## src/rtl/fp_add_pipe.sv

```systemverilog
// Three-stage pipelined floating-point adder/subtractor with round-to-nearest-even and valid/ready flow control.
// Define FP_ADD_FLAGS_EN to add the o_flags = {invalid, overflow, inexact} output.
module fp_add_pipe #(
   parameter int EXP_W = 5,
   parameter int MAN_W = 10
) (
   input  logic                     i_clk,
   input  logic                     i_rst,
   input  logic                     i_valid,
   output logic                     o_ready,
   input  logic [EXP_W+MAN_W:0]     i_a,
   input  logic [EXP_W+MAN_W:0]     i_b,
   input  logic                     i_sub,
   output logic                     o_valid,
   input  logic                     i_ready,
`ifdef FP_ADD_FLAGS_EN
   output logic [2:0]               o_flags,
`endif
   output logic [EXP_W+MAN_W:0]     o_res
);

   localparam int W   = 1 + EXP_W + MAN_W;
   localparam int SW  = MAN_W + 4;
   localparam int AW  = MAN_W + 5;
   localparam int RW  = MAN_W + 2;
   localparam int EW  = EXP_W + 2;
   localparam int LZW = $clog2(AW) + 1;
   localparam logic signed [EW-1:0] EMAX = EW'((2 ** EXP_W) - 1);

   logic adv;
   logic v1, v2, v3;

   logic               a_sign, b_sign, a_zero, b_zero, a_inf, b_inf, a_nan, b_nan;
   logic [EXP_W-1:0]   a_exp, b_exp, big_exp, sml_exp, diff;
   logic [MAN_W-1:0]   a_man, b_man, big_man, sml_man;
   logic               a_big, big_sign, sml_sign;
   logic [MAN_W:0]     sml_sig;
   logic [SW-1:0]      aligned;
   logic [2*SW-1:0]    wide;
   logic               spec_nan, spec_inf, both_zero;
   logic [W-1:0]       spec_res;

   logic               s1_sign, s1_sub, s1_special, s1_invalid;
   logic [EXP_W-1:0]   s1_exp;
   logic [SW-1:0]      s1_big, s1_sml;
   logic [W-1:0]       s1_spec_res;

   logic               s2_sign, s2_special, s2_invalid;
   logic [EXP_W-1:0]   s2_exp;
   logic [AW-1:0]      s2_sum;
   logic [W-1:0]       s2_spec_res;

   logic [LZW-1:0]     lz;
   logic               found;
   logic [SW-1:0]      norm;
   logic signed [EW-1:0] exp_n, exp_r;
   logic [RW-1:0]      rnd;
   logic [MAN_W-1:0]   man_r;
   logic               inc, ovf, ftz, is_normal;
   logic [W-1:0]       res_next;

   assign adv     = !v3 || i_ready;
   assign o_ready = adv;
   assign o_valid = v3;

   assign a_sign = i_a[W-1];
   assign a_exp  = i_a[W-2:MAN_W];
   assign a_man  = i_a[MAN_W-1:0];
   assign b_sign = i_b[W-1] ^ i_sub;
   assign b_exp  = i_b[W-2:MAN_W];
   assign b_man  = i_b[MAN_W-1:0];

   // Exponent zero means zero here: subnormals are treated as signed zero on the way in.
   assign a_zero = (a_exp == '0);
   assign b_zero = (b_exp == '0);
   assign a_inf  = (a_exp == '1) && (a_man == '0);
   assign b_inf  = (b_exp == '1) && (b_man == '0);
   assign a_nan  = (a_exp == '1) && (a_man != '0);
   assign b_nan  = (b_exp == '1) && (b_man != '0);

   assign a_big    = (a_zero ? '0 : {a_exp, a_man}) >= (b_zero ? '0 : {b_exp, b_man});
   assign big_sign = a_big ? a_sign : b_sign;
   assign big_exp  = a_big ? a_exp  : b_exp;
   assign big_man  = a_big ? a_man  : b_man;
   assign sml_sign = a_big ? b_sign : a_sign;
   assign sml_exp  = a_big ? b_exp  : a_exp;
   assign sml_man  = a_big ? b_man  : a_man;
   assign sml_sig  = (sml_exp == '0) ? '0 : {1'b1, sml_man};
   assign diff     = big_exp - sml_exp;

   assign spec_nan  = a_nan || b_nan || (a_inf && b_inf && (a_sign != b_sign));
   assign spec_inf  = a_inf || b_inf;
   assign both_zero = a_zero && b_zero;

   // Align the smaller significand; everything shifted past R is ORed into the sticky bit.
   always_comb begin
      wide    = '0;
      aligned = '0;
      if (32'(diff) >= MAN_W + 3) begin
         aligned = {{(SW-1){1'b0}}, |sml_sig};
      end else begin
         wide    = {sml_sig, 3'b000, {SW{1'b0}}} >> diff;
         aligned = wide[2*SW-1:SW];
         aligned[0] = wide[SW] | (|wide[SW-1:0]);
      end
   end

   always_comb begin
      if (spec_nan)
         spec_res = {1'b0, {EXP_W{1'b1}}, 1'b1, {(MAN_W-1){1'b0}}};
      else if (spec_inf)
         spec_res = {(a_inf ? a_sign : b_sign), {EXP_W{1'b1}}, {MAN_W{1'b0}}};
      else
         spec_res = {a_sign & b_sign, {(W-1){1'b0}}};
   end

   always_comb begin
      lz    = '0;
      found = 1'b0;
      for (int i = AW - 2; i >= 0; i--) begin
         if (!found && s2_sum[i]) begin
            lz    = LZW'(AW - 2 - i);
            found = 1'b1;
         end
      end
   end

   // Normalise to a leading one at the top of norm, then round to nearest even.
   always_comb begin
      if (s2_sum[AW-1]) begin
         norm  = {s2_sum[AW-1:2], s2_sum[1] | s2_sum[0]};
         exp_n = EW'(s2_exp) + EW'(1);
      end else begin
         norm  = s2_sum[SW-1:0] << lz;
         exp_n = EW'(s2_exp) - EW'(lz);
      end
      inc = norm[2] && (norm[1] || norm[0] || norm[3]);
      rnd = {1'b0, norm[SW-1:3]} + RW'(inc);
      if (rnd[RW-1]) begin
         exp_r = exp_n + EW'(1);
         man_r = rnd[MAN_W:1];
      end else begin
         exp_r = exp_n;
         man_r = rnd[MAN_W-1:0];
      end
      ovf       = (exp_r >= EMAX);
      ftz       = exp_r[EW-1] || (exp_r == '0);
      is_normal = !s2_special && (s2_sum != '0);
      if (s2_special)
         res_next = s2_spec_res;
      else if (s2_sum == '0)
         res_next = '0;
      else if (ovf)
         res_next = {s2_sign, {EXP_W{1'b1}}, {MAN_W{1'b0}}};
      else if (ftz)
         res_next = {s2_sign, {(W-1){1'b0}}};
      else
         res_next = {s2_sign, exp_r[EXP_W-1:0], man_r};
   end

   // All stages move together whenever the output register is free or being drained.
   always_ff @(posedge i_clk) begin
      if (i_rst) begin
         v1    <= 1'b0;
         v2    <= 1'b0;
         v3    <= 1'b0;
         o_res <= '0;
`ifdef FP_ADD_FLAGS_EN
         o_flags <= '0;
`endif
      end else if (adv) begin
         v1          <= i_valid;
         s1_sign     <= big_sign;
         s1_sub      <= big_sign != sml_sign;
         s1_exp      <= big_exp;
         s1_big      <= {1'b1, big_man, 3'b000};
         s1_sml      <= aligned;
         s1_special  <= spec_nan || spec_inf || both_zero;
         s1_invalid  <= spec_nan;
         s1_spec_res <= spec_res;

         v2          <= v1;
         s2_sign     <= s1_sign;
         s2_exp      <= s1_exp;
         s2_sum      <= s1_sub ? ({1'b0, s1_big} - {1'b0, s1_sml})
                               : ({1'b0, s1_big} + {1'b0, s1_sml});
         s2_special  <= s1_special;
         s2_invalid  <= s1_invalid;
         s2_spec_res <= s1_spec_res;

         v3          <= v2;
         o_res       <= res_next;
`ifdef FP_ADD_FLAGS_EN
         o_flags     <= {s2_special && s2_invalid,
                         is_normal && ovf,
                         is_normal && (norm[2] || norm[1] || norm[0] || ovf || ftz)};
`endif
      end
   end

endmodule
```

## config.mk

```make
export PLATFORM = sky130hd
export DESIGN_NAME = fp_add_pipe
export DESIGN_NICKNAME = d
export VERILOG_FILES = /design/src/rtl/fp_add_pipe.sv
export SDC_FILE = /design/constraint.sdc
export NUM_CORES = 1
export LEC_CHECK = 0
export BUFFER_PORTS_ARGS = -buffer_cell sky130_fd_sc_hd__buf_2
export CAP_MARGIN = 10
export CORE_ASPECT_RATIO = 0.75
export CORE_MARGIN = 1.5
export CORE_UTILIZATION = 30
export CTS_BUF_LIST = sky130_fd_sc_hd__clkbuf_4
export DETAILED_ROUTE_END_ITERATION = 16
export PLACE_DENSITY = 0.57
export SLEW_MARGIN = 20
export SYNTH_ARGS = -nofsm -noshare
export SYNTH_HDL_FRONTEND = slang
export SYNTH_SLANG_ARGS = --single-unit
```

## constraint.sdc

```tcl
create_clock -name i_clk -period 12.6 [get_ports i_clk]
set_input_delay 0.63 -clock i_clk [delete_from_list [all_inputs] [get_ports i_clk]]
set_output_delay 0.63 -clock i_clk [all_outputs]
set_load 0.02 [all_outputs]
```

==> flow_summary_export.csv <==
group,metric,value,unit
status,outcome,"completed",
timing,slew_headroom,25.64,%
finish,syn_to_final_growth,9.800,%
place,hpwl,15.23,mm
power_and_ir_drop,power_density,134.1,nW/um^2
drt,drt_iter0_markers,669,
logic_synthesis,synth_cell_types,77,
drt,antenna_left,0,
logic_synthesis,synth_edf_count,60,
worst_hold_path,hp-class,"in2reg",
setup_path,crit_type,"in2reg",
clock_tree,cts.path.max_buffers,2,
timing,fin_crit_sh,44.71,%
logic_synthesis,synthArstFlopShare,0,%
die,die_w,183.5,um
clock_tree,htreeDepth,3,
finish,drive_gt1_share,12.00,%
logic_synthesis,yosys_register_bits,79,
setup_path,end_kind,"flip-flop",
clock_tree,cts_tree,"done",
logic_synthesis,synth_area,7328,um^2
grt,grt_pass1_vias,6089,
logic_synthesis,synth_top_area_share,24.59,%
grt,antenna_found_initial,2,
die,fp-row-count,49,
die,coreArea,23970,um^2
setup_path,worst-path-max-fanout,29,
logic_synthesis,syn-num-nets,974,
die,initial_core_util,30.57,%
logic_synthesis,synth_area_leader_cell,"edfxtp_1",
die,io_pins,55,
place,dp.cells,1232,
logic_synthesis,yosys_warnings,0,
die,die_area,25380,um^2
timing,fin_crit,5634,ps
timing,fmax,177.5,MHz
clock_tree,ctsHoldBuffers,0,
place,place_congestion,0.9207,
clock_tree,cts_made_buffers,9,
grt,grt_max_degree,61,
grt,grt_first_pass_wirelength,32.33,mm
run,max-cap-violations,0,
grt,gr-total-overflow,0,
setup_path,startpoint_type,"input pin",
logic_synthesis,synth.most_common_cell,"nand2_1",
timing,final.setup.tns,0,ps
timing,setup_viol,0,
die,die_h,138.4,um
logic_synthesis,yosysSeqAreaShare,29.78,%
drt,vias,6770,
timing,slew_violations,0,
power_and_ir_drop,vdd_drop_max,0.05491,mV
timing,tightest_slew,1105,ps
finish,finalNonFillerCells,1250,
power_and_ir_drop,power.total,1079,uW
logic_synthesis,ys_top_cells_by_count,"nand2_1, nor2_1, edfxtp_1, a21oi_1",
finish,utilization,33.57,%
timing,hold_viol,0,
clock_tree,clock_latency,480,ps
setup_path,critPathArrivalTime,5950,ps
clock_tree,cts-root-buf,"clkbuf_4",
logic_synthesis,netlist_top_cells_area,"edfxtp_1, ha_1, nand2_1, dfxtp_1, mux2i_1",
setup_path,crit_required,12910,ps
clock_tree,cts_setup_buffers,0,
drt,drt-total-wl,19.61,mm
clock_tree,ctsResizeCount,0,
timing,fin_worst_skew,24.79,ps
clock_tree,clock_sink_count,79,
logic_synthesis,netlist_instances,890,
finish,fin_nets,996,
timing,whs,363.6,ps
clock_tree,clk_pin_slew,160,ps
place,portBuffers,54,
drt,post-route-drc-count,0,
timing,rsz0062_at_grt,"false",
drt,drt-pass1-iter-count,5,
logic_synthesis,synth-main-ff-cell,"edfxtp_1",
drt,wire_per_inst,15.68,um
power_and_ir_drop,leakage,0.003290,uW
grt,grt_usage,15.64,%
drt,routed_via_density,5.416,
logic_synthesis,syn_area_per_cell,8.234,um^2
[worst max-delay path: stages]
cell,delay [ps]
buf_2,150
or2_2,310
or4_1,630
and2_1,260
ha_1,280
nor2b_1,130
o211ai_1,80
and3_1,190
o211ai_1,510
a21oi_2,110
buf_4,260
nor3_1,240
nor2_1,70
ha_1,610
inv_1,250
nand2_1,220
a21oi_1,60
a21oi_1,200
o21ai_0,160
a31o_2,270
and3_1,170
a22oi_1,150
[kinds of logic after synthesis]
logic type	share of synthesized area [%]
AND/OR/NAND/NOR	24.09
AO/OA/AOI/OAI	22.90
buffers and inverters	5.037
flip-flops	29.78
adder cells (fa/ha/maj)	8.366
multiplexers	6.129
XOR/XNOR	3.705
[layer usage]
layer	GRT usage, %	vias up	wire, um
met1	24.96	3209	10510
li1	-	3341	-
met4	2.890	0	164
met2	21.15	202	7725
met3	3.346	18	1204
met5	0	-	0
[final cells by class]
class	instances	area, um^2
antenna	2	5.005
multi-input combinational	718	4792
clock buffer	9	67.56
tap	331	414.1
inverter	45	168.9
timing repair buffer	59	307.8
sequential	79	2182
fill	2513	15930
clock inverter	7	108.9
[sequential cells by signal, indices dropped and copies added, names as in the netlist, 3 cells and up]
signal       cells
o_res           16
s1_big          10
s1_exp           5
s1_sml          14
s1_spec_res      3
s2_exp           5
s2_spec_res      3
s2_sum          15
[power by group]
part | total, uW | switching (uW) | leakage, uW | internal, uW
Combinational | 514 | 312 | 0.00244 | 202
Clock | 191 | 106 | 0.0000954 | 85.2
Sequential | 375 | 46.5 | 0.000752 | 328
[through the flow]
step,setup WS [ps],instance area [um^2]
final,6966,8046
after global routing,6556,8046
after CTS,7048,8041
after detailed placement,6532,7865
after global placement,6598,7865
after floorplan,7184,7328
[worst paths after layout]
path	endpoint	start	cells past startpoint	slack (ps)
worst max-delay path	s1_sml[0]	i_a[10]	22	6970
worst min-delay path	v1	i_valid	3	360
worst max register to register	o_res[4]	s2_sum[12]	18	7030
worst min register to register	s2_exp[3]	s1_exp[3]	0	420
[cells in the final DEF (no fill, tap or decap), types with 14 or more instances in the layout]
master and n:
a21oi_1 54, and2_1 18, buf_2 54, dfxtp_1 19, edfxtp_1 60, ha_1 45, inv_1 42, mux2i_1 37
nand2_1 114, nand2b_1 16, nand3_1 32, nor2_1 72, nor3_1 20, nor4_1 14, o21ai_0 44, xnor2_1 19
No activity file was read; power rests on OpenSTA's default activity.
